==> config.mk <==
export PLATFORM = sky130hd
export DESIGN_NAME = riscv_dmem_ctrl
export DESIGN_NICKNAME = d
export VERILOG_FILES = /design/src/rtl/riscv_dmem_ctrl.sv
export SDC_FILE = /design/constraint.sdc
export NUM_CORES = 1
export LEC_CHECK = 0
export ABC_AREA = 1
export BUFFER_PORTS_ARGS = -buffer_cell sky130_fd_sc_hd__buf_2
export CORE_ASPECT_RATIO = 2
export CORE_UTILIZATION = 46
export CTS_CLUSTER_SIZE = 40
export DETAILED_ROUTE_END_ITERATION = 8
export GPL_TIMING_DRIVEN = 0
export PLACE_DENSITY_LB_ADDON = 0.05
export RECOVER_POWER = 50
export SLEW_MARGIN = 25
export SYNTH_ARGS = -nofsm -noshare
export SYNTH_HDL_FRONTEND = slang
export SYNTH_SLANG_ARGS = --single-unit
==> constraint.sdc <==
create_clock -name clk_i -period 1.8 [get_ports clk_i]
set_input_delay 0.09 -clock clk_i [delete_from_list [all_inputs] [get_ports clk_i]]
set_output_delay 0.09 -clock clk_i [all_outputs]
set_load 0.02 [all_outputs]
==> src/rtl/riscv_dmem_ctrl.sv <==
// -----------------------------------------------------------------------------
// riscv_dmem_ctrl
//
// Data-memory access controller between a RISC-V core's load/store unit and a
// simple request/acknowledge bus. Each core request becomes at most one bus
// transaction. Misaligned and reserved-size accesses are rejected without
// touching the bus. Stuck transactions are abandoned after TIMEOUT BUSY cycles.
//
// Parameters
//   XLEN     data/address width (only 32 is supported)
//   TIMEOUT  maximum BUSY cycles before the bus is abandoned (1..255)
//
// Ports
//   clk_i, rst_ni         clock, asynchronous active-low reset
//   dmem_req_i            core request, held high until the response cycle
//   dmem_adr_i            byte address
//   dmem_size_i           0=byte, 1=half, 2=word, 3=reserved
//   dmem_we_i             1=store, 0=load
//   dmem_d_i              store data, right-aligned
//   dmem_ack_o            one-cycle pulse: access completed
//   dmem_err_o            one-cycle pulse: bus error, timeout or reserved size
//   dmem_misaligned_o     one-cycle pulse: misaligned access, rejected
//   dmem_page_fault_o     always 0 (no MMU)
//   dmem_q_o              raw bus word of the last successful load
//   bus_req_o             bus request, high exactly while BUSY
//   bus_adr_o             word-aligned bus address
//   bus_we_o, bus_be_o    bus write strobe and byte enables
//   bus_d_o               lane-replicated write data
//   bus_ack_i, bus_err_i  bus completion / error
//   bus_q_i               bus read data
// -----------------------------------------------------------------------------
module riscv_dmem_ctrl #(
  parameter int XLEN    = 32,
  parameter int TIMEOUT = 255
) (
  input  logic              clk_i,
  input  logic              rst_ni,
  input  logic              dmem_req_i,
  input  logic [XLEN-1:0]   dmem_adr_i,
  input  logic [1:0]        dmem_size_i,
  input  logic              dmem_we_i,
  input  logic [XLEN-1:0]   dmem_d_i,
  output logic              dmem_ack_o,
  output logic              dmem_err_o,
  output logic              dmem_misaligned_o,
  output logic              dmem_page_fault_o,
  output logic [XLEN-1:0]   dmem_q_o,
  output logic              bus_req_o,
  output logic [XLEN-1:0]   bus_adr_o,
  output logic              bus_we_o,
  output logic [XLEN/8-1:0] bus_be_o,
  output logic [XLEN-1:0]   bus_d_o,
  input  logic              bus_ack_i,
  input  logic              bus_err_i,
  input  logic [XLEN-1:0]   bus_q_i
);

  typedef enum logic [1:0] {
    IDLE = 2'd0,
    BUSY = 2'd1,
    RESP = 2'd2
  } state_e;

  // Counter value of the last BUSY cycle the bus is allowed to take.
  localparam logic [7:0] LAST_CNT = 8'(TIMEOUT - 1);

  state_e            state;
  logic [7:0]        cnt;
  logic              misaligned;
  logic [XLEN/8-1:0] be_next;
  logic [XLEN-1:0]   wdata_next;

  assign dmem_page_fault_o = 1'b0;

  assign misaligned = ((dmem_size_i == 2'd1) && dmem_adr_i[0]) ||
                      ((dmem_size_i == 2'd2) && (dmem_adr_i[1:0] != 2'b00));

  // Byte enables and lane-replicated write data for the request on the inputs.
  // Loads get the same byte enables as stores of the same size.
  always_comb begin
    // NOTE: every output of this block gets a default first so no path leaves
    // it unassigned, which would otherwise infer a latch.
    be_next    = 4'b1111;
    wdata_next = dmem_d_i;
    case (dmem_size_i)
      2'd0: begin
        be_next    = 4'b0001 << dmem_adr_i[1:0];
        wdata_next = {4{dmem_d_i[7:0]}};
      end
      2'd1: begin
        be_next    = 4'b0011 << dmem_adr_i[1:0];
        wdata_next = {2{dmem_d_i[15:0]}};
      end
      default: ;
    endcase
  end

  // Single FSM process; all outputs are registered so they are glitch-free and
  // the bus fields stay constant for the whole BUSY phase.
  // NOTE: state is updated with non-blocking assignments so every register
  // samples the pre-edge values, independent of statement order.
  always_ff @(posedge clk_i or negedge rst_ni) begin
    if (!rst_ni) begin
      state             <= IDLE;
      cnt               <= 8'd0;
      bus_req_o         <= 1'b0;
      bus_adr_o         <= '0;
      bus_we_o          <= 1'b0;
      bus_be_o          <= '0;
      bus_d_o           <= '0;
      dmem_ack_o        <= 1'b0;
      dmem_err_o        <= 1'b0;
      dmem_misaligned_o <= 1'b0;
      dmem_q_o          <= '0;
    end else begin
      // Response flags are single-cycle pulses; only the transition into RESP
      // raises one of them.
      dmem_ack_o        <= 1'b0;
      dmem_err_o        <= 1'b0;
      dmem_misaligned_o <= 1'b0;

      case (state)
        IDLE: begin
          if (dmem_req_i) begin
            if (dmem_size_i == 2'd3) begin
              dmem_err_o <= 1'b1;
              state      <= RESP;
            end else if (misaligned) begin
              dmem_misaligned_o <= 1'b1;
              state             <= RESP;
            end else begin
              bus_req_o <= 1'b1;
              bus_adr_o <= {dmem_adr_i[XLEN-1:2], 2'b00};
              bus_we_o  <= dmem_we_i;
              bus_be_o  <= be_next;
              bus_d_o   <= wdata_next;
              cnt       <= 8'd0;
              state     <= BUSY;
            end
          end
        end

        BUSY: begin
          // Error has priority over acknowledge when both arrive together.
          if (bus_err_i) begin
            bus_req_o  <= 1'b0;
            dmem_err_o <= 1'b1;
            state      <= RESP;
          end else if (bus_ack_i) begin
            bus_req_o  <= 1'b0;
            dmem_ack_o <= 1'b1;
            if (!bus_we_o) begin
              dmem_q_o <= bus_q_i;
            end
            state <= RESP;
          end else if (cnt == LAST_CNT) begin
            bus_req_o  <= 1'b0;
            dmem_err_o <= 1'b1;
            state      <= RESP;
          end else begin
            cnt <= cnt + 8'd1;
          end
        end

        // One response cycle; a request still held high here is the one just
        // answered, so it is deliberately not looked at.
        RESP: state <= IDLE;

        default: state <= IDLE;
      endcase
    end
  end

endmodule

# Yosys cells after proc, flatten, opt, wreduce, memory -nomap -nowiden
# Index checks and enable logic that the tools add are counted.
dict set report word_totals {
  inputBits 104
  output_inout_bits 106
  wordCells 78
  ff_bits 113
}
dict set report op_classes {
  n_bitwise 4
  n_reduce_logical 12
  shift 2
  addsub 1
  eq_ne 12
  mux 36
}
# op n
set op_table {}
lappend op_table {{one-hot mux 32 bit (2 select lines)} 1}
lappend op_table {{2-to-1 mux 8 bit} 6}
lappend op_table {{2-to-1 mux 1 bit} 18}
lappend op_table {{one-hot mux 8 bit (2 select lines)} 1}
lappend op_table {{2-to-1 mux 2 bit} 6}
lappend op_table {{inequality test 2 bit, second input constant} 6}
lappend op_table {{adder 8 x 1 -> 8 bit, second input constant} 1}
lappend op_table {{equality test 8 bit, second input constant} 1}
lappend op_table {{one-hot mux 4 bit (2 select lines)} 1}
lappend op_table {{AND reduction 4 bit} 2}
lappend op_table {{AND reduction 7 bit} 1}
lappend op_table {{AND reduction 5 bit} 1}
lappend op_table {{equality test 2 x 1 -> 1 bit, second input constant} 2}
lappend op_table {{equality test 2 bit, second input constant} 2}
lappend op_table {{zero test 2 bit} 2}
lappend op_table {{inequality test 4 bit, second input constant} 1}
lappend op_table {{NOT 1 bit} 4}
lappend op_table {{one-hot mux 1 bit (2 select lines)} 2}
lappend op_table {{one-hot mux 2 bit (2 select lines)} 1}
lappend op_table {{nonzero test 2 bit} 2}
lappend op_table {{left shift 1 x 2 -> 4 bit, first input constant} 1}
lappend op_table {{left shift 2 x 2 -> 4 bit, first input constant} 1}
lappend op_table {{logical AND 1 bit} 2}
lappend op_table {{AND reduction 2 bit} 1}
lappend op_table {{logical OR 1 bit} 1}

# Depth between registers and ports, before layout
dict set report depth {
  ltp_word 7
  mapped_depth 10
  depth_no_buf 9
}

# Least setup slack after synthesis
# No wires, ideal clock.
dict set report synth_path {
  kind {register to register}
  startpoint {register state[1]}
  endpoint {register dmem_q_o[0]}
  setup_ns 0.117
  stages_incl_launch_ff 8
  arrival_time_ns 1.252
  slack_ns 0.431
  required_time_ns 1.683
  period_less_slack_ns 1.369
  n_path_buf 1
  cell_sequence {dfrtp_1 inv_1 nand2_1 nor3_2 nand2_1 clkbuf_1 nand2_1 nand2_1}
}
dict set report synth_via {
  elab_chain_cells 2
}
# element line_no
set synth_rtl {}
lappend synth_rtl {{from (decl)} 67} ;# state_e state;
lappend synth_rtl {{from (signal assigned)} 104} ;# state <= IDLE;
lappend synth_rtl {{from (signal assigned)} 127} ;# state <= RESP;
lappend synth_rtl {{from (signal assigned)} 130} ;# state <= RESP;
lappend synth_rtl {{equality test 2 x 1 -> 1 bit} 122} ;# case (state)
lappend synth_rtl {{AND reduction 4 bit (no line)} n/a}
lappend synth_rtl {{to (signal assigned)} 153} ;# dmem_q_o <= bus_q_i;
lappend synth_rtl {{to (decl)} 47} ;# output logic [XLEN-1:0] dmem_q_o,
# Every way passes these cells.
# A chain may end at the register's enable or synchronous reset.

# Worst setup path after layout
dict set report layout_path {
  startpoint {register state[1]}
  endpoint {register dmem_q_o[6]}
}
# Same word-level chain as after synthesis.

==> run_results.csv <==
group,metric,value,unit
worst_setup_path,crit_end,"dmem_q_o[6]",
clock_tree,cts.sinks,113,
worst_setup_path,slowest_delay,0.37,ns
finish,regArea,0.00283,mm^2
yosys,syn_avg_cell_area,8.26,um^2
clock_tree,cts_tree,"yes",
grt,grt_use_total,29.8,%
die,die_x,74.6,um
finish,area_growth_syn_to_layout,55.9,%
die,fp.dieH,147,um
yosys,synth.top_cells.by_area,"dfrtp_1, nand2_1, nand3_1, o21ai_0, a21oi_1",
route,dr.first_iter.drc_count,131,
worst_setup_path,cpMaxStageDelayCell,"dfrtp_1",
grt,top_usage_layer,"met2",
route,wl,15500,um
grt,grt_pass1_vias,5313,
timing,finalMaxSlewViolations,0,
timing,skew,0.00969,ns
yosys,synth_top_area_share,58.4,%
route,ant_nets,0,
yosys,synthTopCellsByCount,"nand2_1, dfrtp_1, nand3_1",
grt,grt_max_degree,78,
timing,holdWs,0.00919,ns
clock_tree,numCtsBuffers,17,
grt,use_met2,53.9,%
status,status,"complete, no violations",
worst_setup_path,r2r.worst_path.cells,7,
die,fp.dieArea,0.0110,mm^2
finish,antenna_cells,0,
worst_setup_path,path_cells,"inv_1 -> nand2_1 -> nor3_4 -> nand2_1 -> clkbuf_1 -> nand2_1 -> nand2_1",
worst_setup_path,cp-end-kind,"flop",
pwr,power_density,1570,mW/mm^2
timing,hold_viol,0,
finish,utilization,74.4,%
die,rows,52,
finish,layout.nets,1012,
worst_setup_path,cp_max_fo,10,
job,drv_cap,0,
die,start_util,47.7,%
yosys,synthFlopType,"dfrtp_1",
timing,slew_headroom,35.3,%
placed_design,dp_hpwl,10100,um
worst_setup_path,r2r_slack,0.11,ns
finish,fin_area,0.00756,mm^2
placed_design,place_ws,0.0658,ns
worst_setup_path,path_buf_inv,2,
yosys,async_reset_ff_share,100,%
clock_tree,path_clk_slew,0.06,ns
worst_setup_path,timing.rr.end,"dmem_q_o[6]",
timing,worst_pin_slew,0.970,ns
yosys,seq_area_frac_synth,58.4,%
yosys,ys_types,27,
route,post_drt_via_cell_ratio,4.89,
grt,grt_pass1_wl,24700,um
finish,multi_input_area,0.00180,mm^2
pwr,cellLeakagePower,4.10,nW
route,dr_total_vias,5150,
placed_design,port-buffer-count,206,
yosys,synth_area_leader_cell,"dfrtp_1",
clock_tree,clock_latency,0.40,ns
timing,final.setup.worst_slack,0.111,ns
timing,fmax,0.592,GHz
die,ios,210,
worst_setup_path,r2r-start,"state[1]",
worst_setup_path,crit_start,"state[1]",
clock_tree,clock_path_buffers,2,
finish,drive_gt1_share,23.7,%
yosys,synth_edf_count,0,
timing,finalSetupViolCount,0,
worst_setup_path,crit_path_frequent_cell,"nand2_1",
hold_path,holdPathStages,3,
timing,fin_crit,1.69,ns
grt,grt_overflow_total,0,
placed_design,dpl_cell_area,0.00609,mm^2
pwr,irDropWorstVdd,0.897,mV
yosys,yosysMostFrequentCell,"nand2_1",
worst_setup_path,crit_family,"simple AND/OR/NAND/NOR gates",
hold_path,worstHoldPathType,"primary input to flop",
die,core_area,0.0101,mm^2
route,drc,0,
grt,grt.met3_usage,7.27,%
route,first_pass_iters,4,
worst_setup_path,path_depth,7,
worst_setup_path,required,2.08,ns
timing,period_share,93.8,%
yosys,synth_area,0.00485,mm^2
worst_setup_path,critPathKind,"flop to flop",
placed_design,globalplace.congestion,0.790,
clock_tree,root_buffer,"clkbuf_16",
yosys,synth.ff_latch_count,113,
worst_setup_path,critPathLaunchType,"flop",
yosys,ys_warn_count,0,
yosys,syn_inst,587,
clock_tree,h-tree-depth,4,
finish,fillers,772,
grt,grt_antenna_before_repair,0,
route,routedWlPerCell,14.7,um
grt,met1_usage,29.6,%
worst_setup_path,arrival,1.97,ns
## worst reg2reg max path: stages, from the launching register on
cell and delay, ns:
dfrtp_1 0.37, inv_1 0.07, nand2_1 0.17, nor3_4 0.30, nand2_1 0.18, clkbuf_1 0.28
nand2_1 0.14, nand2_1 0.07
## metal layers
metal / part of all wire, % / wire length, um
met5: 0 / 0
met3: 5.7 / 884
met4: 3.9 / 609
met2: 55 / 8470
met1: 36 / 5550
## how the worst min path moves through the flow
stage,from,end,slack [ns]
5_1_grt,dmem_d_i[15],bus_d_o[15],0.02
4_1_cts,dmem_d_i[15],bus_d_o[15],0.0002
6_report,dmem_d_i[24],bus_d_o[24],0.009
3_3_place_gp,dmem_adr_i[31],bus_adr_o[31],0.29
2_1_floorplan,rst_ni,bus_adr_o[10],-0.21
3_5_place_dp,rst_ni,dmem_q_o[14],0.02
## state kept, by name, summed over array words and instances (netlist names)
signal             cells
bus_adr_o             30
dmem_misaligned_o      1
state                  2
bus_d_o               32
dmem_ack_o             1
bus_we_o               1
bus_req_o              1
dmem_err_o             1
dmem_q_o              32
bus_be_o               4
cnt                    8
## where the power goes
part           internal, mW  switching (mW)  leakage (nW)  total (mW)
combinational          1.29            2.83          2.36        4.11
sequential             3.57           0.568          1.43        4.13
clock                  2.39            1.19         0.299        3.58
total                  7.25            4.58          4.10        11.8
## what timing repair did
action                     in CTS  in global routing
gates resized for setup         0                  2
setup endpoints to repair       0                 30
hold endpoints to repair      124                  0
buffers inserted                0                  2
hold buffers                   89                  0
## stage by stage
step	power, mW	std cells	TNS (ns)
after detailed placement	8.17	931	0
after global routing	12.5	1054	-0.124
after CTS	11.9	1052	0
final	11.8	1054	0
after floorplan	6.52	589	0
after global placement	8.05	930	-78.67
## cell type report
class	instances	share of cell area, %
plain buffers	31	2.22
multi-input cells	429	23.9
well taps	135	2.24
clock buffers	20	6.04
clock inverters	12	2.40
repair buffers	298	25.0
flip-flops and latches	113	37.4
inverters	16	0.795
## cells by family (layout without fill, tap and decap cells)
kind of cell / count (synthesis) / count (layout) / synth area share, %
AND/OR/NAND/NOR: 373 / 373 / 30.8
flip-flops: 113 / 113 / 58.4
AO/OA/AOI/OAI: 49 / 49 / 5.22
buffers and inverters: 47 / 377 / 4.70
adder cells (fa/ha/maj): 2 / 2 / 0.516
XOR/XNOR: 2 / 2 / 0.362
other: 1 / 3 / 0.0774
## cell usage in the layout (no fill, tap or decap), drive strengths merged, types with 2 or more instances in the layout
cell type    Yosys  final
a21oi           20     20
buf             22    181
bufinv           0      4
clkbuf           9     79
clkinv           1      4
clkinvlp         0      4
conb             1      3
dfrtp          113    113
dlygate4sd3      0     89
ha               2      2
inv             15     16
nand2          310    310
nand3           44     44
nand4            2      2
nor2            13     13
o21ai           26     26
or2              2      2
Power figures use the tool's default switching activity.
